<file path="config.mk">
export PLATFORM = sky130hd
export DESIGN_NAME = rom_dl_ctrl_flat
export DESIGN_NICKNAME = d
export VERILOG_FILES = /design/src/rtl/asteroids_pkg.sv /design/src/rtl/rom_dl_ctrl_if.sv /design/src/rtl/dl_region_decode.sv /design/src/rtl/rom_dl_ctrl.sv /design/src/flat_wrapper.sv
export SDC_FILE = /design/constraint.sdc
export NUM_CORES = 1
export LEC_CHECK = 0
export CAP_MARGIN = 10
export CORE_ASPECT_RATIO = 0.9
export CORE_MARGIN = 2
export CORE_UTILIZATION = 35
export CTS_CLUSTER_SIZE = 8
export DETAILED_ROUTE_END_ITERATION = 10
export SLEW_MARGIN = 40
export SYNTH_ARGS = -nofsm -noshare
export SYNTH_HDL_FRONTEND = slang
export SYNTH_HIERARCHICAL = 1
export SYNTH_SLANG_ARGS = --single-unit
</file>
<file path="constraint.sdc">
create_clock -name clk_25 -period 2.75 [get_ports clk_25]
set_input_delay 0.6875 -clock clk_25 [delete_from_list [all_inputs] [get_ports clk_25]]
set_output_delay 0.6875 -clock clk_25 [all_outputs]
set_load 0.02 [all_outputs]
</file>
<file path="src/rtl/asteroids_pkg.sv">
// Shared types and ROM map for the Asteroids download path.
// Region sizes default to the original board's ROM layout.
package asteroids_pkg;

    localparam int unsigned PROG_SIZE_DEF = 6144;
    localparam int unsigned VEC_SIZE_DEF  = 2048;
    localparam int unsigned PROM_SIZE_DEF = 256;
    localparam int unsigned HOLD_DEF      = 1024;

    localparam int unsigned PROG_BASE = 0;
    localparam int unsigned VEC_BASE  = PROG_BASE + PROG_SIZE_DEF;
    localparam int unsigned PROM_BASE = VEC_BASE + VEC_SIZE_DEF;
    localparam int unsigned TOTAL_DEF = PROM_BASE + PROM_SIZE_DEF;

    typedef enum logic [2:0] {
        S_IDLE,
        S_LOAD,
        S_CHECK,
        S_HOLD,
        S_RUN,
        S_FAIL
    } dl_state_t;

    typedef enum logic [1:0] {
        REG_PROG,
        REG_VEC,
        REG_PROM,
        REG_NONE
    } region_t;

endpackage

</file>
<file path="src/rtl/rom_dl_ctrl_if.sv">
// HPS download channel bundle (ioctl_download/wr/addr/dout).
// master is the hps_io side, slave is the ROM download controller.
interface rom_dl_ctrl_if;

    logic        dl_active;
    logic        dl_wr;
    logic [15:0] dl_addr;
    logic [7:0]  dl_data;

    modport master (
        output dl_active,
        output dl_wr,
        output dl_addr,
        output dl_data
    );

    modport slave (
        input dl_active,
        input dl_wr,
        input dl_addr,
        input dl_data
    );

endinterface

</file>
<file path="src/rtl/dl_region_decode.sv">
// Combinational split of a flat download offset into ROM region
// and region-relative address.
module dl_region_decode
    import asteroids_pkg::*;
#(
    parameter int unsigned PROG_SIZE = PROG_SIZE_DEF,
    parameter int unsigned VEC_SIZE  = VEC_SIZE_DEF,
    parameter int unsigned PROM_SIZE = PROM_SIZE_DEF
) (
    input  logic [15:0] addr_i,
    output region_t     region_o,
    output logic [12:0] rel_o
);

    localparam logic [15:0] V_BASE = 16'(PROG_SIZE);
    localparam logic [15:0] P_BASE = 16'(PROG_SIZE + VEC_SIZE);
    localparam logic [15:0] END_A  = 16'(PROG_SIZE + VEC_SIZE + PROM_SIZE);

    // Region offsets stay below 8 KiB, so 13-bit arithmetic is exact.
    always_comb begin
        region_o = REG_NONE;
        rel_o    = '0;
        unique case (1'b1)
            (addr_i < V_BASE): begin
                region_o = REG_PROG;
                rel_o    = addr_i[12:0];
            end
            (addr_i >= V_BASE && addr_i < P_BASE): begin
                region_o = REG_VEC;
                rel_o    = addr_i[12:0] - V_BASE[12:0];
            end
            (addr_i >= P_BASE && addr_i < END_A): begin
                region_o = REG_PROM;
                rel_o    = addr_i[12:0] - P_BASE[12:0];
            end
            default: begin
                region_o = REG_NONE;
                rel_o    = '0;
            end
        endcase
    end

endmodule

</file>
<file path="src/rtl/rom_dl_ctrl.sv">
// ROM download controller: routes the HPS byte stream into the three
// Asteroids ROMs and holds the core in reset until a verified load settles.
module rom_dl_ctrl
    import asteroids_pkg::*;
#(
    parameter int unsigned PROG_SIZE   = PROG_SIZE_DEF,
    parameter int unsigned VEC_SIZE    = VEC_SIZE_DEF,
    parameter int unsigned PROM_SIZE   = PROM_SIZE_DEF,
    parameter int unsigned HOLD_CYCLES = HOLD_DEF
) (
    input  logic               clk_25,
    input  logic               reset,
    rom_dl_ctrl_if.slave       dl,
    output logic               prog_we,
    output logic               vec_we,
    output logic               prom_we,
    output logic [12:0]        wr_addr,
    output logic [7:0]         wr_data,
    output logic               core_reset,
    output logic               load_ok,
    output logic               load_err,
    output logic [15:0]        byte_count
);

    localparam logic [15:0] TOTAL     = 16'(PROG_SIZE + VEC_SIZE + PROM_SIZE);
    localparam logic [15:0] HOLD_LAST = 16'(HOLD_CYCLES - 1);

    dl_state_t   state_q;
    logic        prog_we_q;
    logic        vec_we_q;
    logic        prom_we_q;
    logic [12:0] wr_addr_q;
    logic [7:0]  wr_data_q;
    logic        core_reset_q;
    logic        load_ok_q;
    logic        load_err_q;
    logic [15:0] byte_cnt_q;
    logic [15:0] hold_q;
    logic        err_q;
    logic        first_q;
    logic [15:0] last_q;

    region_t     region;
    logic [12:0] rel;
    logic [15:0] byte_cnt_d;
    logic        seq_bad;
    logic        start;

    dl_region_decode #(
        .PROG_SIZE (PROG_SIZE),
        .VEC_SIZE  (VEC_SIZE),
        .PROM_SIZE (PROM_SIZE)
    ) u_dec (
        .addr_i   (dl.dl_addr),
        .region_o (region),
        .rel_o    (rel)
    );

    assign byte_cnt_d = (byte_cnt_q == 16'hFFFF) ? byte_cnt_q
                                                 : byte_cnt_q + 16'd1;
    assign seq_bad    = !first_q && (dl.dl_addr != last_q + 16'd1);
    assign start      = dl.dl_active && (state_q inside
                        {S_IDLE, S_HOLD, S_RUN, S_FAIL});

    always_ff @(posedge clk_25) begin
        if (reset) begin
            state_q      <= S_IDLE;
            prog_we_q    <= 1'b0;
            vec_we_q     <= 1'b0;
            prom_we_q    <= 1'b0;
            wr_addr_q    <= '0;
            wr_data_q    <= '0;
            core_reset_q <= 1'b1;
            load_ok_q    <= 1'b0;
            load_err_q   <= 1'b0;
            byte_cnt_q   <= '0;
            hold_q       <= '0;
            err_q        <= 1'b0;
            first_q      <= 1'b1;
            last_q       <= '0;
        end else begin
            prog_we_q <= 1'b0;
            vec_we_q  <= 1'b0;
            prom_we_q <= 1'b0;
            if (start) begin
                state_q      <= S_LOAD;
                core_reset_q <= 1'b1;
                load_ok_q    <= 1'b0;
                load_err_q   <= 1'b0;
                byte_cnt_q   <= '0;
                err_q        <= 1'b0;
                first_q      <= 1'b1;
            end else begin
                unique case (state_q)
                    S_LOAD: begin
                        // A write coincident with the dl_active fall still lands.
                        if (dl.dl_wr) begin
                            if (region != REG_NONE) begin
                                prog_we_q  <= (region == REG_PROG);
                                vec_we_q   <= (region == REG_VEC);
                                prom_we_q  <= (region == REG_PROM);
                                wr_addr_q  <= rel;
                                wr_data_q  <= dl.dl_data;
                                byte_cnt_q <= byte_cnt_d;
                                last_q     <= dl.dl_addr;
                                first_q    <= 1'b0;
                                if (seq_bad) err_q <= 1'b1;
                            end else begin
                                err_q <= 1'b1;
                            end
                        end
                        if (!dl.dl_active) state_q <= S_CHECK;
                    end
                    S_CHECK: begin
                        if (byte_cnt_q == TOTAL && !err_q) begin
                            state_q <= S_HOLD;
                            hold_q  <= '0;
                        end else begin
                            state_q    <= S_FAIL;
                            load_err_q <= 1'b1;
                        end
                    end
                    S_HOLD: begin
                        if (hold_q == HOLD_LAST) begin
                            state_q      <= S_RUN;
                            core_reset_q <= 1'b0;
                            load_ok_q    <= 1'b1;
                        end else begin
                            hold_q <= hold_q + 16'd1;
                        end
                    end
                    S_IDLE, S_RUN, S_FAIL: begin
                        state_q <= state_q;
                    end
                    default: begin
                        state_q      <= S_IDLE;
                        core_reset_q <= 1'b1;
                        load_ok_q    <= 1'b0;
                    end
                endcase
            end
        end
    end

    assign prog_we    = prog_we_q;
    assign vec_we     = vec_we_q;
    assign prom_we    = prom_we_q;
    assign wr_addr    = wr_addr_q;
    assign wr_data    = wr_data_q;
    assign core_reset = core_reset_q;
    assign load_ok    = load_ok_q;
    assign load_err   = load_err_q;
    assign byte_count = byte_cnt_q;

endmodule

</file>
<file path="src/flat_wrapper.sv">
// flat-port wrapper written by rule: the top's interface ports become plain ports
module rom_dl_ctrl_flat import asteroids_pkg::*;
#(
    parameter int unsigned PROG_SIZE   = PROG_SIZE_DEF,
    parameter int unsigned VEC_SIZE    = VEC_SIZE_DEF,
    parameter int unsigned PROM_SIZE   = PROM_SIZE_DEF,
    parameter int unsigned HOLD_CYCLES = HOLD_DEF
)
  (clk_25, reset, prog_we, vec_we, prom_we, wr_addr, wr_data, core_reset, load_ok, load_err, byte_count, dl_dl_active, dl_dl_wr, dl_dl_addr, dl_dl_data);
  rom_dl_ctrl_if dl_i ();
  input  logic clk_25;
  input  logic reset;
  output logic prog_we;
  output logic vec_we;
  output logic prom_we;
  output logic [12:0] wr_addr;
  output logic [7:0] wr_data;
  output logic core_reset;
  output logic load_ok;
  output logic load_err;
  output logic [15:0] byte_count;
  input wire logic [$bits(dl_i.dl_active)-1:0] dl_dl_active;
  input wire logic [$bits(dl_i.dl_wr)-1:0] dl_dl_wr;
  input wire logic [$bits(dl_i.dl_addr)-1:0] dl_dl_addr;
  input wire logic [$bits(dl_i.dl_data)-1:0] dl_dl_data;
  assign dl_i.dl_active = dl_dl_active;
  assign dl_i.dl_wr = dl_dl_wr;
  assign dl_i.dl_addr = dl_dl_addr;
  assign dl_i.dl_data = dl_dl_data;
  rom_dl_ctrl #(.PROG_SIZE(PROG_SIZE), .VEC_SIZE(VEC_SIZE), .PROM_SIZE(PROM_SIZE), .HOLD_CYCLES(HOLD_CYCLES)) u_core (.clk_25(clk_25), .reset(reset), .dl(dl_i), .prog_we(prog_we), .vec_we(vec_we), .prom_we(prom_we), .wr_addr(wr_addr), .wr_data(wr_data), .core_reset(core_reset), .load_ok(load_ok), .load_err(load_err), .byte_count(byte_count));
endmodule
</file>
# Word-level counts from Yosys, hierarchy flattened
# Index checks and enable logic that the tools add are counted.
[word_totals]
output_inout_bits = 43
regBits = 80
[classes]
n_reduce_logical = 25
order_cmp = 5
mux = 16
bitwise_logic = 8
add_sub_neg = 4
n_eq_ne = 20
[ops]
columns = ["cell", "count"]
rows = [
  ["16-bit by 1-bit adder with 16-bit output (second input constant)", 3],
  ["16-bit by 14-bit less-than comparator with 1-bit output (second input constant)", 2],
  ["16-bit two-way mux", 2],
  ["16-bit case mux with 2 select lines", 1],
  ["13-bit case mux with 2 select lines", 1],
  ["16-bit by 10-bit equality test with 1-bit output (second input constant)", 1],
  ["16-bit by 14-bit equality test with 1-bit output (second input constant)", 1],
  ["16-bit equality test (second input constant)", 1],
  ["16-bit by 13-bit greater-or-equal comparator with 1-bit output (second input constant)", 1],
  ["16-bit by 14-bit greater-or-equal comparator with 1-bit output (second input constant)", 1],
  ["16-bit by 13-bit less-than comparator with 1-bit output (second input constant)", 1],
  ["16-bit != test", 1],
  ["13-bit subtractor (second input constant)", 1],
  ["3-bit case mux with 4 select lines", 1],
  ["3-bit AND reduction", 4],
  ["4-bit AND reduction", 3],
  ["5-bit OR reduction", 2],
  ["3-bit two-way mux", 3],
  ["2-bit != test (second input constant)", 4],
  ["1-bit inverter", 8],
  ["3-bit by 2-bit equality test with 1-bit output (second input constant)", 2],
  ["3-bit equality test (second input constant)", 2],
  ["2-bit by 1-bit != test with 1-bit output (second input constant)", 3],
  ["3-bit by 2-bit != test with 1-bit output (second input constant)", 2],
  ["15 further kinds", 27],
]

# Logic depth before layout (Yosys ltp)
# Gate-level depths: netlist of run 1.
[logic_depth]
word_depth = 6
ltp_mapped = 10
ltp_nobuf = 8

# Modules after synthesis
# Netlist of run 1, hierarchy kept.
[modules_own_cells]
columns = ["module", "cells_per_inst", "instances", "area_per_inst_um2"]
rows = [
  ["rom_dl_ctrl", 491, 1, 3930.0],
  ["dl_region_decode", 44, 1, 324.1],
]

# Worst setup path before layout of run 1
# No wires, ideal clock.
[synth_path]
path_kind = "input -> register"
start = "input port dl_dl_addr[11]"
end = "register u_core.byte_cnt_q[4], in the netlist u_core/byte_count[4]"
path_stages = 9
arrival_time_ns = 2.743
path_slack_ns = -0.121
setup_ns = 0.128
path_cell_list = "or4_4 buf_6 a221o_1 a21oi_1 o21a_1 clkbuf_1 and3_1 xnor2_1 nor2_1"
[synth_between]
elab_chain_cells = 5
word_cells_on_any_way = 10
classes_between = "5 x order compare; 1 x eq/ne; 1 x mux; 3 x reduce/logical"
[synth_rtl]
columns = ["element", "line", "source"]
rows = [
  ["from (decl)", "flat_wrapper.sv:24", "input wire logic [$bits(dl_i.dl_addr)-1:0] dl_dl_addr;"],
  ["16-bit by 14-bit greater-or-equal comparator with 1-bit output, or another cell as far along", "dl_region_decode.sv:32", "(addr_i >= P_BASE && addr_i < END_A): begin"],
  ["1-bit logical AND, on equally long branches", "dl_region_decode.sv:32, dl_region_decode.sv:28", ""],
  ["2-bit case mux with 3 select lines *", "dl_region_decode.sv:23", "unique case (1'b1)"],
  ["net u_core.region[0]", "rom_dl_ctrl.sv:43", "region_t region;"],
  ["2-bit != test *", "rom_dl_ctrl.sv:98", "if (region != REG_NONE) begin"],
  ["4-bit AND reduction (no source line) *", "-", ""],
  ["to (signal assigned)", "rom_dl_ctrl.sv:104", "byte_cnt_q <= byte_cnt_d;"],
  ["to (decl)", "rom_dl_ctrl.sv:37", "logic [15:0] byte_cnt_q;"],
]
# The timed path passes the listed nets; every way through them passes the cells marked *.
# A chain may end at the register's enable or synchronous reset.

# Worst setup path in the final report of run 1
[layout_path]
start = "input port dl_dl_addr[8]"
end = "register u_core.byte_cnt_q[10], in the netlist u_core/byte_count[10]"
# The elaborated chain is that of the path after synthesis.

==> results.toml, run 1 <==
[clocking]
clkTransAtPathRegs_ns = 0.07
htreeDepth = 3
clockBufferDepth = 2
cts_buffers = 9
clock_latency_ns = 0.35
ctsHoldBuffers = 0
cts_tree = "built"
cts_root_buf = "clkbuf_16"
clock_sinks = 80

[critical_path]
rrSetupSlack_ns = 0.37
critPathRequiredTime_ns = 3.03
arrival_ns = 2.94
crit_chain = "dlygate4sd2_1 -> or4_4 -> a221o_1 -> a21oi_4 -> nand4_1 -> or3_4 -> a21oi_2"
cp_num_buf_inv = 1
endpoint_kind = "flip-flop"
critPathKind = "in -> reg"
path_delay_family = "simple AND/OR/NAND/NOR gates"
start_kind = "input port"
cp_slowest_cell = "or4_4"
max_stage_delay_ns = 0.52
cp_max_fo = 5

[grt]
grt_pass1_wl_um = 19100
grt.overflow.total = 0
grt_start_max_net_pins = 38
grt_usage_pct = 18.2
grt_pass1_vias = 3888
antenna_found_initial = 0

[timing]
slew_headroom_pct = 66.3
min_period_ns = 2.66
max_freq_ghz = 0.376
fin_crit_sh_pct = 96.7
slew_viol_final = 0
hold_viol_final = 0
rsz0062_at_grt = "no"
worst_pin_slew_ns = 0.505
fin_skew_ns = 0.00818
setup_viol = 0

[pwr]
power_mw = 2.64
peakVddDrop_v = 0.000347
leakage_nw = 1.95
powerDensity_mw_per_mm2 = 472

[place]
port_buffers = 70
hpwl_um = 8050
dpl-instance-area_mm2 = 0.00526
numPlacedInstances = 765
place_congestion = 0.853

[detailed_routing]
post-route-drc-count = 0
via_per_inst = 5.21
drtAntennaViolNets = 0
wire_per_inst_um = 14.5
dr.pass1.iters = 4
drt_iter0_markers = 222
finalWirelength_um = 11400
vias = 4076

[finish]
antennaDiodeCount = 0
layout-drive-gt1-share_pct = 12.4
final_common_cell = "nand2_1"
final_cell_mix = "nand2_1 (95), dfxtp_1 (80), clkdlybuf4s50_1 (63), a21oi_1 (58), nor2_1 (42)"
finalNetCount = 651
areaGrowthSynthToFinish_pct = 31.6
final_area_mm2 = 0.00560
layoutNonFillerInstCount = 783

[yosys]
synth-main-ff-cell = "dfxtp_1"
yosys-top-cells-area = "dfxtp_1 (38%), nand2_1 (8.4%), a21oi_1 (7.1%)"
avgSynthCellArea_um2 = 7.95
ys_seq_elements = 80
syn_area_mm2 = 0.00425
synth_seq_area_share_pct = 37.6
yosysTopAreaCell = "dfxtp_1"
synth-async-reset-ratio_pct = 0
synth_fp_nets = 568
yosysWarnings = 6
yosys.area.top_type_share_pct = 37.6
syn_inst = 535
synth_edf_count = 0
yosysUniqueCellTypes = 63

[floorplan]
io_pins = 71
start_util_pct = 35.6
die_h_um = 109
die_x_um = 120
fp-row-count = 38
die_area_mm2 = 0.0131
core_region_area_mm2 = 0.0119

[worst_hold_path]
hold_path.class = "reg -> reg"

[flow_run]
drv_cap = 0

[outcome]
status = "complete, no violations"
## routing by layer
| metal | wire (um) | global-route usage, % |
|---|---|---|
| met4 | 202 | 5.32 |
| met2 | 5320 | 29.3 |
| met1 | 5200 | 23.8 |
| met3 | 641 | 5.06 |
| met5 | 0 | 0 |
## timing repair
item | 4_1_cts | 5_1_grt
buffers inserted | 1 | 1
setup endpoints to repair | 52 | 43
pin swaps | 5 | 5
resized for setup | 4 | 6
## stage by stage
step / util (%) / setup TNS, ns / setup WS [ns] / hold slack, ns
finish: 46.9 / 0 / 0.0899 / 0.456
global route: 46.9 / 0 / 0.00861 / 0.477
CTS: 46.7 / 0 / 0.00373 / 0.458
detailed placement: 44.1 / -21.38 / -0.478 / 0.445
global placement: 44.1 / -19.74 / -0.408 / 0.437
floorplan: - / -0.0198 / -0.0198 / 0.427
## cells in the mapped netlist, types with 4 or more instances
master    instances
xor2_1           23
xnor2_1          16
o21ai_0           7
nand2_1          95
nor4_1            6
nand3_1          14
nand4_1          15
nor3_1            9
clkbuf_1         23
nor2_1           42
or2_2             4
inv_1            22
o32ai_1           9
or3_1             6
a21oi_1          60
and2_1            6
nor3b_1           7
or4b_2            5
dfxtp_1          80
ha_1              5
or4b_1            4
and3_1            6
## layout make-up
class	instances	area, um2
Fill cell	1188	6340
Multi-Input combinational cell	400	2430
Sequential cell	80	1600
Timing Repair Buffer	104	971
Clock buffer	9	225
Tap cell	160	200
Inverter	23	86.3
Clock inverter	7	80.1
## kinds of logic after synthesis
kind of cell | share of synthesized area (%)
AND/OR/NAND/NOR | 30.0
AO/OA/AOI/OAI | 16.9
flip-flops | 37.6
buffers and inverters | 5.71
XOR/XNOR | 8.03
adder cells (fa/ha/maj) | 1.47
multiplexers | 0.265
## flip-flops by register name (all words and copies together) (netlist names), 3 cells and up
register,flops
u_core/last_q,16
u_core/state_q,3
u_core/wr_data,8
u_core/hold_q,16
u_core/wr_addr,13
u_core/byte_count,16
## path summary, 6_finish.rpt
kind / startpoint / to / depth (start not counted)
worst min register to register: u_core/first_q$_SDFFE_PP1P_ / u_core/first_q$_SDFFE_PP1P_ / 1
worst min-delay path: u_core/first_q$_SDFFE_PP1P_ / u_core/first_q$_SDFFE_PP1P_ / 1
worst max register to register: u_core/byte_count[8]$_SDFFE_PP0P_ / u_core/hold_q[14]$_SDFFE_PP0P_ / 6
worst max-delay path: dl_dl_addr[8] / u_core/byte_count[10]$_SDFFE_PP0P_ / 7
## where the power goes
group          switching (mW)  internal [mW]  leakage (nW)
clock network           0.523          0.713         0.136
logic                   0.115          0.107          1.17
registers              0.0166           1.17         0.645
Note: power is estimated with default switching activity, not from simulation.
==> run 2: changes to the inputs <==
SETUP_SLACK_MARGIN = 0.02   (was default)
clock period = 3.3 ns   (was 2.75 ns; I/O delays follow)
==> run 2 against run 1 <==
  * Routed wire length fell by 4.9%
  * Sequential cell count is the same
  * Power down 18%
  * Die area stayed put
  * Worst hold slack lost 0.0027 ns
  * Final cell count decreased by 1.7%
  * Final area shrank 2.1%
  * Worst setup slack improved by 0.17 ns
  * Count of clock-buffer cells in the layout up 2
  * Critical path type unchanged
  * Largest cell class unchanged
==> results.toml, run 2 (synthesis results as in run 1) <==
[grt]
grt_pass1_wl_um = 18300
grt.overflow.total = 0
grt_start_max_net_pins = 44
grt_pass1_vias = 3808
antenna_found_initial = 0
grt_usage_pct = 17.3

[pwr]
peakVddDrop_v = 0.000248
leakage_nw = 1.86
powerDensity_mw_per_mm2 = 394

[floorplan]
io_pins = 71
die_area_mm2 = 0.0131
die_x_um = 120
core_region_area_mm2 = 0.0119
start_util_pct = 35.6
fp-row-count = 38
die_h_um = 109

[critical_path]
worstSetupStartpoint = "dl_dl_addr[11]"
endpoint_kind = "flip-flop"
arrival_ns = 3.30
max_stage_delay_ns = 0.67
r2r-start = "u_core/byte_count[0]$_SDFFE_PP0P_"
crit_path_end = "u_core/byte_count[13]$_SDFFE_PP0P_"
cp_max_fo = 6
rrSetupSlack_ns = 0.75
crit_chain = "clkdlybuf4s50_1 -> or4_2 -> a221o_1 -> a21oi_4 -> nand4_1 -> or3_1 -> a21oi_1"
r2r_end = "u_core/hold_q[14]$_SDFFE_PP0P_"
critPathKind = "in -> reg"
critPathRequiredTime_ns = 3.56
worstRegToRegCells = 8
cp_slowest_cell = "or4_2"
start_kind = "input port"

[finish]
finalNetCount = 638
layout-drive-gt1-share_pct = 10.0
areaGrowthSynthToFinish_pct = 28.8
final_common_cell = "nand2_1"
fill_cells = 1158
final_area_mm2 = 0.00548
antennaDiodeCount = 0
final_cell_mix = "nand2_1 (95), dfxtp_1 (80), clkdlybuf4s50_1 (70), a21oi_1 (59), nor2_1 (42)"

[detailed_routing]
post-route-drc-count = 0
vias = 3955
drt_iter0_markers = 193
dr.pass1.iters = 5
wire_per_inst_um = 14.0
via_per_inst = 5.14
finalWirelength_um = 10800
drtAntennaViolNets = 0

[timing]
tns_ns = 0
worst_pin_slew_ns = 0.500
max_freq_ghz = 0.329
setup_viol = 0
finalWorstSetupSlack_ns = 0.257
rsz0062_at_grt = "no"
hold_viol_final = 0
slew_viol_final = 0
slew_headroom_pct = 66.5
min_period_ns = 3.04
fin_crit_sh_pct = 92.2
fin_skew_ns = 0.00636

[place]
hpwl_um = 7710
port_buffers = 70
place_congestion = 0.885
dpl-instance-area_mm2 = 0.00518
dp_slack_ns = -0.0700

[clocking]
cts_buffers = 9
ctsHoldBuffers = 0
cts_resized = 0
post-cts-setup-buffers = 0
clock_sinks = 80
cts_root_buf = "clkbuf_16"
htreeDepth = 3
cts_tree = "built"
clock_latency_ns = 0.33
clockBufferDepth = 2
clkTransAtPathRegs_ns = 0.06

[worst_hold_path]
hold_path.class = "reg -> reg"

[flow_run]
drv_cap = 0

[outcome]
status = "complete, no violations"
==> run 2: layout make-up <==
cell class / instances / area [um2] / area share [%]
inverters: 23 / 86.3 / 1.58
multi-input cells: 400 / 2420 / 44.2
flip-flops and latches: 80 / 1600 / 29.2
clock buffers: 11 / 243 / 4.43
well taps: 160 / 200 / 3.65
clock inverters: 5 / 56.3 / 1.03
repair buffers: 91 / 871 / 15.9
==> run 2: critical path: cells and delay by family <==
kind / cells / cell delay [ns]
buffers and inverters: 1 / 0.45
AOI/OAI and AO/OA: 3 / 0.77
and+or+nand+nor: 3 / 1.26
==> run 2: worst min-delay path by stage <==
stage / cells past startpoint / start / endpoint
CTS: 1 / u_core/first_q$_SDFFE_PP1P_ / u_core/first_q$_SDFFE_PP1P_
global placement: 1 / u_core/first_q$_SDFFE_PP1P_ / u_core/first_q$_SDFFE_PP1P_
floorplan: 1 / u_core/first_q$_SDFFE_PP1P_ / u_core/first_q$_SDFFE_PP1P_
detailed placement: 1 / u_core/first_q$_SDFFE_PP1P_ / u_core/first_q$_SDFFE_PP1P_
global route: 2 / u_core/wr_data[4]$_SDFFE_PP0P_ / u_core/wr_data[4]$_SDFFE_PP0P_
finish: 2 / u_core/wr_addr[8]$_SDFFE_PP0P_ / u_core/wr_addr[8]$_SDFFE_PP0P_
==> run 2: layer usage <==
| layer | wire length (um) | vias to the layer above | GRT usage, % | part of all wire, % |
|---|---|---|---|---|
| li1 | - | 2021 | - | - |
| met3 | 571 | 13 | 3.74 | 5.3 |
| met1 | 5180 | 1840 | 23.1 | 48 |
| met5 | 0 | - | 0 | 0 |
| met2 | 4870 | 81 | 27.6 | 45 |
| met4 | 182 | 0 | 6.15 | 1.7 |
==> run 2: power breakdown <==
part           internal, mW  switching [mW]  leakage [nW]
clock network         0.605           0.388         0.145
logic                0.0854          0.0936          1.07
registers             0.974          0.0141         0.645
==> run 2: metrics by stage <==
step	hold WS (ns)	power [mW]	utilization (%)	cells
3_5_place_dp	0.442	1.19	43.4	754
3_3_place_gp	0.437	1.19	43.4	754
4_1_cts	0.457	2.20	45.9	770
2_1_floorplan	0.427	1.11	-	535
5_1_grt	0.473	2.26	45.9	770
6_report	0.453	2.16	45.9	770
